[config.mk]
export PLATFORM = sky130hd
export DESIGN_NAME = excp_commit
export DESIGN_NICKNAME = d
export VERILOG_FILES = /design/src/rtl/excp_commit.sv
export SDC_FILE = /design/constraint.sdc
export NUM_CORES = 1
export LEC_CHECK = 0
export BUFFER_PORTS_ARGS = -buffer_cell sky130_fd_sc_hd__buf_2
export CAP_MARGIN = 20
export CORE_ASPECT_RATIO = 1.1
export CORE_UTILIZATION = 35
export CTS_CLUSTER_SIZE = 24
export DETAILED_ROUTE_END_ITERATION = 12
export HOLD_SLACK_MARGIN = 0.02
export SLEW_MARGIN = 40
export SYNTH_ARGS = -nofsm -noshare
export SYNTH_HDL_FRONTEND = slang
export SYNTH_SLANG_ARGS = --single-unit
[constraint.sdc]
create_clock -name clk -period 4.3 [get_ports clk]
set_input_delay 0.86 -clock clk [delete_from_list [all_inputs] [get_ports clk]]
set_output_delay 0.86 -clock clk [all_outputs]
set_load 0.1 [all_outputs]
[src/rtl/excp_commit.sv]
// WB-stage exception/ERTN commit unit owning CRMD, PRMD, ESTAT, ERA, EENTRY.
// Optional BADV register enabled by defining EXCP_BADV_EN.
module excp_commit #(
    parameter int FLUSH_CYCLES = 3,
    parameter int ADDR_W       = 32
) (
    input  logic              clk,
    input  logic              rst,
    input  logic              wb_valid,
    input  logic [ADDR_W-1:0] wb_pc,
    input  logic              wb_excp,
    input  logic [5:0]        wb_ecode,
    input  logic [8:0]        wb_esubcode,
    input  logic              wb_is_ertn,
    input  logic [ADDR_W-1:0] wb_badv,
    input  logic              wb_csr_write_en_i,
    input  logic [13:0]       wb_csr_write_addr_i,
    input  logic [ADDR_W-1:0] wb_csr_write_data_i,
    input  logic [13:0]       csr_read_addr,
    output logic [ADDR_W-1:0] csr_read_data,
    output logic              is_exception,
    output logic [14:0]       exception_cause,
    output logic              is_ertn,
    output logic [ADDR_W-1:0] EENTRY_VA,
    output logic [ADDR_W-1:0] ERA_PC,
    output logic [1:0]        cur_plv,
    output logic              cur_ie
);

    localparam logic [0:0] IDLE   = 1'b0;
    localparam logic [0:0] SHADOW = 1'b1;

    localparam logic [13:0] A_CRMD   = 14'h0;
    localparam logic [13:0] A_PRMD   = 14'h1;
    localparam logic [13:0] A_ESTAT  = 14'h5;
    localparam logic [13:0] A_ERA    = 14'h6;
    localparam logic [13:0] A_BADV   = 14'h7;
    localparam logic [13:0] A_EENTRY = 14'hC;

    logic [0:0]        state, state_n;
    logic [3:0]        cnt, cnt_n;
    logic [1:0]        plv, plv_n, pplv, pplv_n, is_bits, is_bits_n;
    logic              ie, ie_n, pie, pie_n;
    logic [5:0]        ecode, ecode_n;
    logic [8:0]        esub, esub_n;
    logic [ADDR_W-1:0] era, era_n;
    logic [ADDR_W-7:0] eentry, eentry_n;
    logic [ADDR_W-1:0] rd_n;
    logic              commit, csr_we;

`ifdef EXCP_BADV_EN
    logic [ADDR_W-1:0] badv, badv_n;
`else
    logic unused_badv;
    assign unused_badv = ^wb_badv;
`endif

    assign commit          = !rst && (state == IDLE) && wb_valid;
    assign is_exception    = commit && wb_excp;
    assign is_ertn         = commit && !wb_excp && wb_is_ertn;
    assign csr_we          = commit && !wb_excp && !wb_is_ertn && wb_csr_write_en_i;
    assign exception_cause = is_exception ? {wb_esubcode, wb_ecode} : 15'd0;

    assign EENTRY_VA = {eentry, 6'b0};
    assign ERA_PC    = era;
    assign cur_plv   = plv;
    assign cur_ie    = ie;

    always_comb begin
        state_n   = state;
        cnt_n     = cnt;
        plv_n     = plv;
        ie_n      = ie;
        pplv_n    = pplv;
        pie_n     = pie;
        is_bits_n = is_bits;
        ecode_n   = ecode;
        esub_n    = esub;
        era_n     = era;
        eentry_n  = eentry;
`ifdef EXCP_BADV_EN
        badv_n    = badv;
`endif
        if (state == SHADOW) begin
            cnt_n = cnt - 4'd1;
            if (cnt == 4'd1) state_n = IDLE;
        end else if (is_exception) begin
            pplv_n  = plv;
            pie_n   = ie;
            plv_n   = 2'd0;
            ie_n    = 1'b0;
            era_n   = wb_pc;
            ecode_n = wb_ecode;
            esub_n  = wb_esubcode;
`ifdef EXCP_BADV_EN
            if (wb_ecode == 6'h08 || wb_ecode == 6'h09) badv_n = wb_badv;
`endif
            state_n = SHADOW;
            cnt_n   = 4'(FLUSH_CYCLES);
        end else if (is_ertn) begin
            plv_n   = pplv;
            ie_n    = pie;
            state_n = SHADOW;
            cnt_n   = 4'(FLUSH_CYCLES);
        end else if (csr_we) begin
            case (wb_csr_write_addr_i)
                A_CRMD:   {ie_n, plv_n}  = wb_csr_write_data_i[2:0];
                A_PRMD:   {pie_n, pplv_n} = wb_csr_write_data_i[2:0];
                A_ESTAT:  is_bits_n      = wb_csr_write_data_i[1:0];
                A_ERA:    era_n          = wb_csr_write_data_i;
`ifdef EXCP_BADV_EN
                A_BADV:   badv_n         = wb_csr_write_data_i;
`endif
                A_EENTRY: eentry_n       = wb_csr_write_data_i[ADDR_W-1:6];
                default:  ;
            endcase
        end
    end

    // Read mux sees post-update values so the registered result is current.
    always_comb begin
        rd_n = '0;
        case (csr_read_addr)
            A_CRMD:   rd_n[3:0] = {1'b1, ie_n, plv_n};
            A_PRMD:   rd_n[2:0] = {pie_n, pplv_n};
            A_ESTAT: begin
                rd_n[1:0]   = is_bits_n;
                rd_n[21:16] = ecode_n;
                rd_n[30:22] = esub_n;
            end
            A_ERA:    rd_n = era_n;
`ifdef EXCP_BADV_EN
            A_BADV:   rd_n = badv_n;
`endif
            A_EENTRY: rd_n = {eentry_n, 6'b0};
            default:  ;
        endcase
    end

    always_ff @(posedge clk) begin
        if (rst) begin
            state         <= IDLE;
            cnt           <= 4'd0;
            plv           <= 2'd0;
            ie            <= 1'b0;
            pplv          <= 2'd0;
            pie           <= 1'b0;
            is_bits       <= 2'd0;
            ecode         <= 6'd0;
            esub          <= 9'd0;
            era           <= '0;
            eentry        <= '0;
            csr_read_data <= '0;
`ifdef EXCP_BADV_EN
            badv          <= '0;
`endif
        end else begin
            state         <= state_n;
            cnt           <= cnt_n;
            plv           <= plv_n;
            ie            <= ie_n;
            pplv          <= pplv_n;
            pie           <= pie_n;
            is_bits       <= is_bits_n;
            ecode         <= ecode_n;
            esub          <= esub_n;
            era           <= era_n;
            eentry        <= eentry_n;
            csr_read_data <= rd_n;
`ifdef EXCP_BADV_EN
            badv          <= badv_n;
`endif
        end
    end

endmodule

* Yosys cells after proc, flatten, opt, wreduce, memory -nomap -nowiden *
Cells that the tools add are included.

storage, ports and cells
  bits in registers = 118
  input port bits = 145
  logic and storage cells = 89

operators by class
  $add $sub $neg = 1
  equal/unequal tests = 9
  mux-type cells = 53
  bitwise operators = 1
  reductions and logical operators = 13

operators by type and width
  operator                                                                number
  32-bit two-way mux                                                      5
  26-bit two-way mux                                                      5
  14-bit by 3-bit equality test with 1-bit output, second input constant  4
  15-bit case mux with 3 select lines                                     1
  2-bit two-way mux                                                       15
  14-bit by 1-bit equality test with 1-bit output, second input constant  2
  14-bit by 4-bit equality test with 1-bit output, second input constant  2
  14-bit logical NOT                                                      2
  12-bit case mux with 2 select lines                                     1
  9-bit two-way mux                                                       2
  15-bit two-way mux                                                      1
  1-bit two-way mux                                                       14
  4-bit two-way mux                                                       3
  6-bit two-way mux                                                       2
  2-bit case mux with 4 select lines                                      1
  1-bit logical AND                                                       7
  4-bit by 1-bit equality test with 1-bit output, second input constant   1
  1-bit case mux with 2 select lines                                      2
  4-bit by 1-bit subtractor with 4-bit output, second input constant      1
  1-bit logical NOT                                                       3
  1-bit case mux with 3 select lines                                      1
  3-bit nonzero test                                                      1
  1-bit NOT                                                               1

* Depth between registers and ports, before layout *
Gate-level depths: netlist of run 1.

  depth in word-level cells = 11
  gate-level depth with buffers = 10

* Least setup slack after synthesis of run 1 *
No wires, ideal clock.

  path type = in2out
  from = input port rst
  to = output port exception_cause[10]
  arrival = 2.479 ns
  setup slack = 0.961 ns
  cell stages on the path = 6
  buffers on the path = 2
  cells stage by stage = buf_2 nor2_1 nand3_1 inv_1 clkbuf_1 and2_1

on the way
  word-level cells in the longest chain between the ends = 5

ends and longest elaborated chain
  what                            RTL line  RTL
  start: declaration              8         input logic rst,
  1-bit logical NOT               58        assign commit = !rst && (state == IDLE) && wb_valid;
  1-bit logical AND (2 in a row)  58
  1-bit logical AND               59        assign is_exception = commit && wb_excp;
  15-bit two-way mux              62        assign exception_cause = is_exception ? {wb_esubcode, wb_ecode} : 15'd0;
  end: declaration                22        output logic [14:0] exception_cause,

Every way passes these cells.

* Worst setup path in the final report of run 1 *
  from = input port rst
  to = output port is_ertn

on the way
  word-level cells in the longest chain between the ends = 5

ends and longest elaborated chain
  what                            RTL line  RTL
  1-bit logical NOT               58
  1-bit logical AND (2 in a row)  58
  1-bit logical AND (2 in a row)  60        assign is_ertn = commit && !wb_excp && wb_is_ertn;
  end: declaration                23        output logic is_ertn,

Every way passes these cells.

==> reports/results.ini, run 1 <==
[status]
status = complete, no violations

[grt]
antenna_found_initial = 0
grt-ovfl-total = 0
grt_max_degree = 61
grt_pass1_wl_um = 25000
grt_use_total = 0.227
grt_pass1_vias = 4859

[timing]
finalWorstPathRequiredPeriod_ns = 3.38
rsz0062_at_grt = false
drv_slew = 0
period_share = 0.787
hold_viol = 0
fmax_mhz = 295
slew_headroom = 0.471
setup_viol = 0
finClkSkew_ns = 0.00683
fin_setup_tns_ns = 0
worst_pin_slew_ns = 0.794
fin_hold_ws_ns = 0.476

[floorplanning]
io_pins = 261
rows = 44
core-area_sq_um = 13400
die_w_um = 115
die-area_sq_um = 14400
start_util = 0.364
dieHeight_um = 126

[final_layout]
area.growth.synth_to_final_pct = 42.2
antenna_cells = 0
layout_commonest_cell = buf_2
drive_above_1_share = 0.383
fin_nets = 867
layout_common_cells = buf_2, dfxtp_1, nor2_1, a21oi_1, mux2i_1
final_area_sq_um = 6950

[clock_tree]
post-cts-setup-buffer-count = 0
ctsHoldBuffers = 0
post_cts_resized = 0
numCtsBuffers = 17
tritoncts = yes
cts_buffer_depth = 2
cts.htree.levels = 4
root_buffer = clkbuf_16
insertion_delay_ns = 0.42
clock-sinks = 118
clkTransAtPathRegs_ns = 0.05

[worst_setup_path]
cp.arrival_ns = 2.52
end_kind = output pin
cp-startpoint = rst
cp_max_fo = 43
critical_path.startpoint_type = primary input
critPathRequiredTime_ns = 3.44
reg2reg_depth = 9
r2r_setup_slack_ns = 1.56
endpoint = is_ertn
critical_path_class = primary input to output pin
timing.rr.start = state$_SDFF_PP0_
r2r-end = csr_read_data[1]$_SDFF_PP0_

[job]
max-cap-violations = 0

[yosys]
synth_edf_count = 0
synth_cell_types = 56
synth_area_leaders = dfxtp_1, nor2_1, mux2i_1
avgSynthCellArea_sq_um = 9.64
synth_seq_cells = 118
yosysTopAreaCell = dfxtp_1
postSynthCellCount = 507
synth.top_cell.area_share = 0.483
synth_area_sq_um = 4890
synthArstFlopShare = 0
ys.flop_type = dfxtp_1
ys_seq_area_frac = 0.483
synth_warnings = 0

[placed_design]
placed_area_sq_um = 6340
gp_congestion = 0.796
hpwl_um = 11300
port_buffers = 222

[power]
p_leak_uw = 0.00325
power_density_nw_per_um2 = 421
vdd_drop_max_mv = 0.191

[detailed_routing]
drc = 0
wirelength_um = 16000
antenna_left = 0
dr_total_vias = 4741
wl_per_cell_um = 17.5
vias_per_cell = 5.17
drt-pass1-iter-count = 4
first_iter_violations = 237

[min_path]
whs_path_depth = 2
hp-class = flip-flop to flip-flop

## cell type report
class	count	area (sq um)
Clock buffer	26	519
Inverter	5	18.8
Sequential cell	118	2360
Multi-Input combinational cell	348	2310
Timing Repair Buffer	230	1410
Fill cell	1283	6480
Clock inverter	6	88.8
Tap cell	184	230
## cells in the mapped netlist, types with 10 or more instances
cell type  number
nor2_1         88
o221ai_1       10
a22o_1         14
nand3b_1       12
a21oi_1        34
mux2i_1        27
and2_1         20
nor3b_1        11
o22a_1         15
dfxtp_1       118
clkbuf_1       21
o32ai_1        11
## worst min-delay path by stage
stage | start | to
6_report | ERA_PC[5]$_SDFF_PP0_ | ERA_PC[5]$_SDFF_PP0_
5_1_grt | esub[7]$_SDFF_PP0_ | esub[7]$_SDFF_PP0_
4_1_cts | ERA_PC[5]$_SDFF_PP0_ | ERA_PC[5]$_SDFF_PP0_
3_5_place_dp | ERA_PC[5]$_SDFF_PP0_ | ERA_PC[5]$_SDFF_PP0_
3_3_place_gp | ecode[3]$_SDFF_PP0_ | ecode[3]$_SDFF_PP0_
2_1_floorplan | cnt[3]$_SDFFE_PP0P_ | cnt[3]$_SDFFE_PP0P_
## report_power, final
| group | internal, uW | switching (uW) |
|---|---|---|
| clock | 945 | 490 |
| combinational | 103 | 258 |
| sequential | 1120 | 14.6 |
## critical path, stage by stage
cell	delay (ns)
buf_4	0.25
nor4b_4	0.45
nand2_1	0.23
inv_1	0.25
buf_2	0.48
## metal layers
layer	vias up	track usage	wire [um]
li1	2272	-	-
met1	2267	0.255	6610
met2	182	0.409	8220
met3	20	0.0553	920
met4	0	0.0863	272
met5	-	0	0
## flip-flops by register name (all words and copies together) (netlist names)
| register | count |
|---|---|
| ecode | 6 |
| cur_plv | 2 |
| pplv | 2 |
| esub | 9 |
| csr_read_data | 32 |
| is_bits | 2 |
| eentry | 26 |
| ERA_PC | 32 |
| cur_ie | 1 |
| state | 1 |
| pie | 1 |
| cnt | 4 |
## kinds of logic after synthesis
kind of cell | count (synthesis) | synth area share
other | 1 | 0.000768
adder cells (fa/ha/maj) | 2 | 0.00512
multiplexers | 28 | 0.0576
flip-flops | 118 | 0.483
AND/OR/NAND/NOR | 194 | 0.216
AO/OA/AOI/OAI | 118 | 0.191
buffers and inverters | 46 | 0.0469
## stage by stage
step	utilization	cells	setup slack, ns	total power, uW
global placement	0.472	885	0.943	1510
floorplan	-	512	0.961	1400
detailed placement	0.472	885	0.888	1510
CTS	0.517	917	0.906	2950
finish	0.517	917	0.915	2930
global route	0.517	917	0.773	3020
(Power assumes the default switching activity.)
==> inputs of run 2 (changes only) <==
--- a/config.mk
+++ b/config.mk
@@ -12,6 +12,7 @@
 export CTS_CLUSTER_SIZE = 24
 export DETAILED_ROUTE_END_ITERATION = 12
 export HOLD_SLACK_MARGIN = 0.02
+export PLACE_DENSITY = 0.67
 export SLEW_MARGIN = 40
 export SYNTH_ARGS = -nofsm -noshare
 export SYNTH_HDL_FRONTEND = slang
==> constraint.sdc (replaced) <==
create_clock -name clk -period 3.02 [get_ports clk]
set_input_delay 0.604 -clock clk [delete_from_list [all_inputs] [get_ports clk]]
set_output_delay 0.604 -clock clk [all_outputs]
set_load 0.1 [all_outputs]
==> reports/results.ini, run 2 (same netlist as run 1, synthesis figures left out) <==
[timing]
finalWorstPathRequiredPeriod_ns = 2.61
worst_slack_ns = 0.405  ; -0.510 ns
rsz0062_at_grt = false
drv_slew = 0  ; unchanged
setup_viol = 0  ; unchanged
period_share = 0.866
worst_pin_slew_ns = 0.679  ; -0.115 ns
hold_viol = 0  ; unchanged
slew_headroom = 0.547  ; +0.0764
fin_setup_tns_ns = 0  ; unchanged
fmax_mhz = 382
finClkSkew_ns = 0.00525  ; -0.00157 ns

[final_layout]
fill_cells = 1236  ; -3.7%
layout_common_cells = buf_2, dfxtp_1, nor2_1, a21oi_1, mux2i_1
layout_commonest_cell = buf_2
stdcell_count = 926  ; +0.98%
drive_above_1_share = 0.387  ; +0.00396
area.growth.synth_to_final_pct = 43.4
fin_nets = 877  ; +1.2%

[grt]
grt_pass1_wl_um = 24200  ; -2.8%
grt_pass1_vias = 4780  ; -1.6%
grt_use_total = 0.219  ; -0.00778
antenna_found_initial = 1  ; +1
grt_max_degree = 63  ; +3.3%
grt-ovfl-total = 0  ; unchanged

[detailed_routing]
vias_per_cell = 5.14  ; -0.58%
wirelength_um = 15600  ; -2.9%
drc = 0  ; unchanged
dr_total_vias = 4760  ; +0.40%
antenna_left = 0  ; unchanged
first_iter_violations = 242  ; +2.1%
wl_per_cell_um = 16.8  ; -3.8%
drt-pass1-iter-count = 6  ; +2

[min_path]
hp-class = flip-flop to flip-flop
hold_start = ERA_PC[5]$_SDFF_PP0_
hold_path_end = ERA_PC[5]$_SDFF_PP0_
whs_path_depth = 2  ; unchanged

[worst_setup_path]
path_cells = nor4b_4, nand2_1, inv_1, buf_12
crit_buf_inv = 2  ; -1
end_kind = output pin
critPathRequiredTime_ns = 2.42  ; -1.02 ns
critical_path.startpoint_type = flip-flop
cp_slowest_cell = dfxtp_1
reg2reg_depth = 6  ; -3
critPathTopFamily = simple AND/OR/NAND/NOR gates
critical_path_class = flip-flop to output pin
r2r-end = csr_read_data[2]$_SDFF_PP0_
cpPeakStageDelay_ns = 0.45  ; -0.03 ns
timing.rr.start = state$_SDFF_PP0_
r2r_setup_slack_ns = 0.61  ; -0.95 ns
cp_max_fo = 13  ; -70%
cp.arrival_ns = 2.01  ; -0.51 ns

[clock_tree]
cts.htree.levels = 4  ; unchanged
tritoncts = yes
post_cts_resized = 0  ; unchanged
cts_buffer_depth = 2  ; unchanged
root_buffer = clkbuf_16
insertion_delay_ns = 0.40  ; -0.02 ns
post-cts-setup-buffer-count = 0  ; unchanged
numCtsBuffers = 17  ; unchanged
ctsHoldBuffers = 0  ; unchanged
clkTransAtPathRegs_ns = 0.05  ; about the same
clock-sinks = 118  ; unchanged

[power]
power_density_nw_per_um2 = 566  ; +34%
vdd_drop_max_mv = 0.341  ; +79%
p_leak_uw = 0.00328  ; +1.1%

[floorplanning]
core-area_sq_um = 13400  ; unchanged
start_util = 0.364  ; unchanged
dieHeight_um = 126  ; unchanged
io_pins = 261  ; unchanged
die-area_sq_um = 14400  ; unchanged
die_w_um = 115  ; unchanged
rows = 44  ; unchanged

[placed_design]
port_buffers = 222  ; unchanged
pre_cts_ws_ns = 0.402  ; -0.486 ns
hpwl_um = 11400  ; +1.3%
gp_congestion = 0.861  ; +8.1%
dp.cells = 895  ; +1.1%

[status]
status = complete, no violations

[job]
max-cap-violations = 0  ; unchanged

run 2: layer usage:
layer | up-vias | share of wire | global-route usage
li1 | 2289 | - | -
met1 | 2267 | 0.41 | 0.250
met2 | 181 | 0.52 | 0.393
met3 | 23 | 0.056 | 0.0467
met4 | 0 | 0.019 | 0.0894
met5 | - | 0 | 0
run 2: cell type report:
type	count	area, sq um	share of cell area
tap	184	230	0.0329
clock buffer	28	537	0.0766
antenna	1	2.50	0.000357
timing repair buffer	240	1530	0.218
sequential	118	2360	0.337
clock inverter	2	12.5	0.00179
multi-input combinational	348	2310	0.330
inverter	5	18.8	0.00268
run 2: worst min-delay path, cell delays in order (launching register included):
cell and delay, ns:
dfxtp_1 0.30, nand2_1 0.05, a21oi_1 0.07
run 2: power breakdown:
group / total, uW / switching, uW / internal [uW]
Combinational: 520 / 366 / 153
Clock: 1830 / 640 / 1190
Sequential: 1610 / 20.7 / 1590
Total: 3960 / 1030 / 2940
run 2: worst max path at each step:
stage                                   end        startpoint  cells past startpoint  slack, ns
3_5_place_dp   csr_read_data[22]$_SDFF_PP0_        wb_is_ertn                      8       0.40
6_report                            is_ertn  state$_SDFF_PP0_                      4       0.41
5_1_grt                             is_ertn  state$_SDFF_PP0_                      4       0.28
2_1_floorplan           exception_cause[10]               rst                      6       0.19
4_1_cts                             is_ertn  state$_SDFF_PP0_                      4       0.40
3_3_place_gp   csr_read_data[30]$_SDFF_PP0_  csr_read_addr[9]                      7       0.44
run 2: stage by stage:
step	utilization	hold WS (ns)	power, uW	area, sq um
floorplan	-	0.450	1990	4900
global placement	0.480	0.462	2150	6450
detailed placement	0.480	0.469	2160	6450
CTS	0.521	0.461	4000	7000
global route	0.521	0.480	4110	7000
finish	0.522	0.472	3960	7010
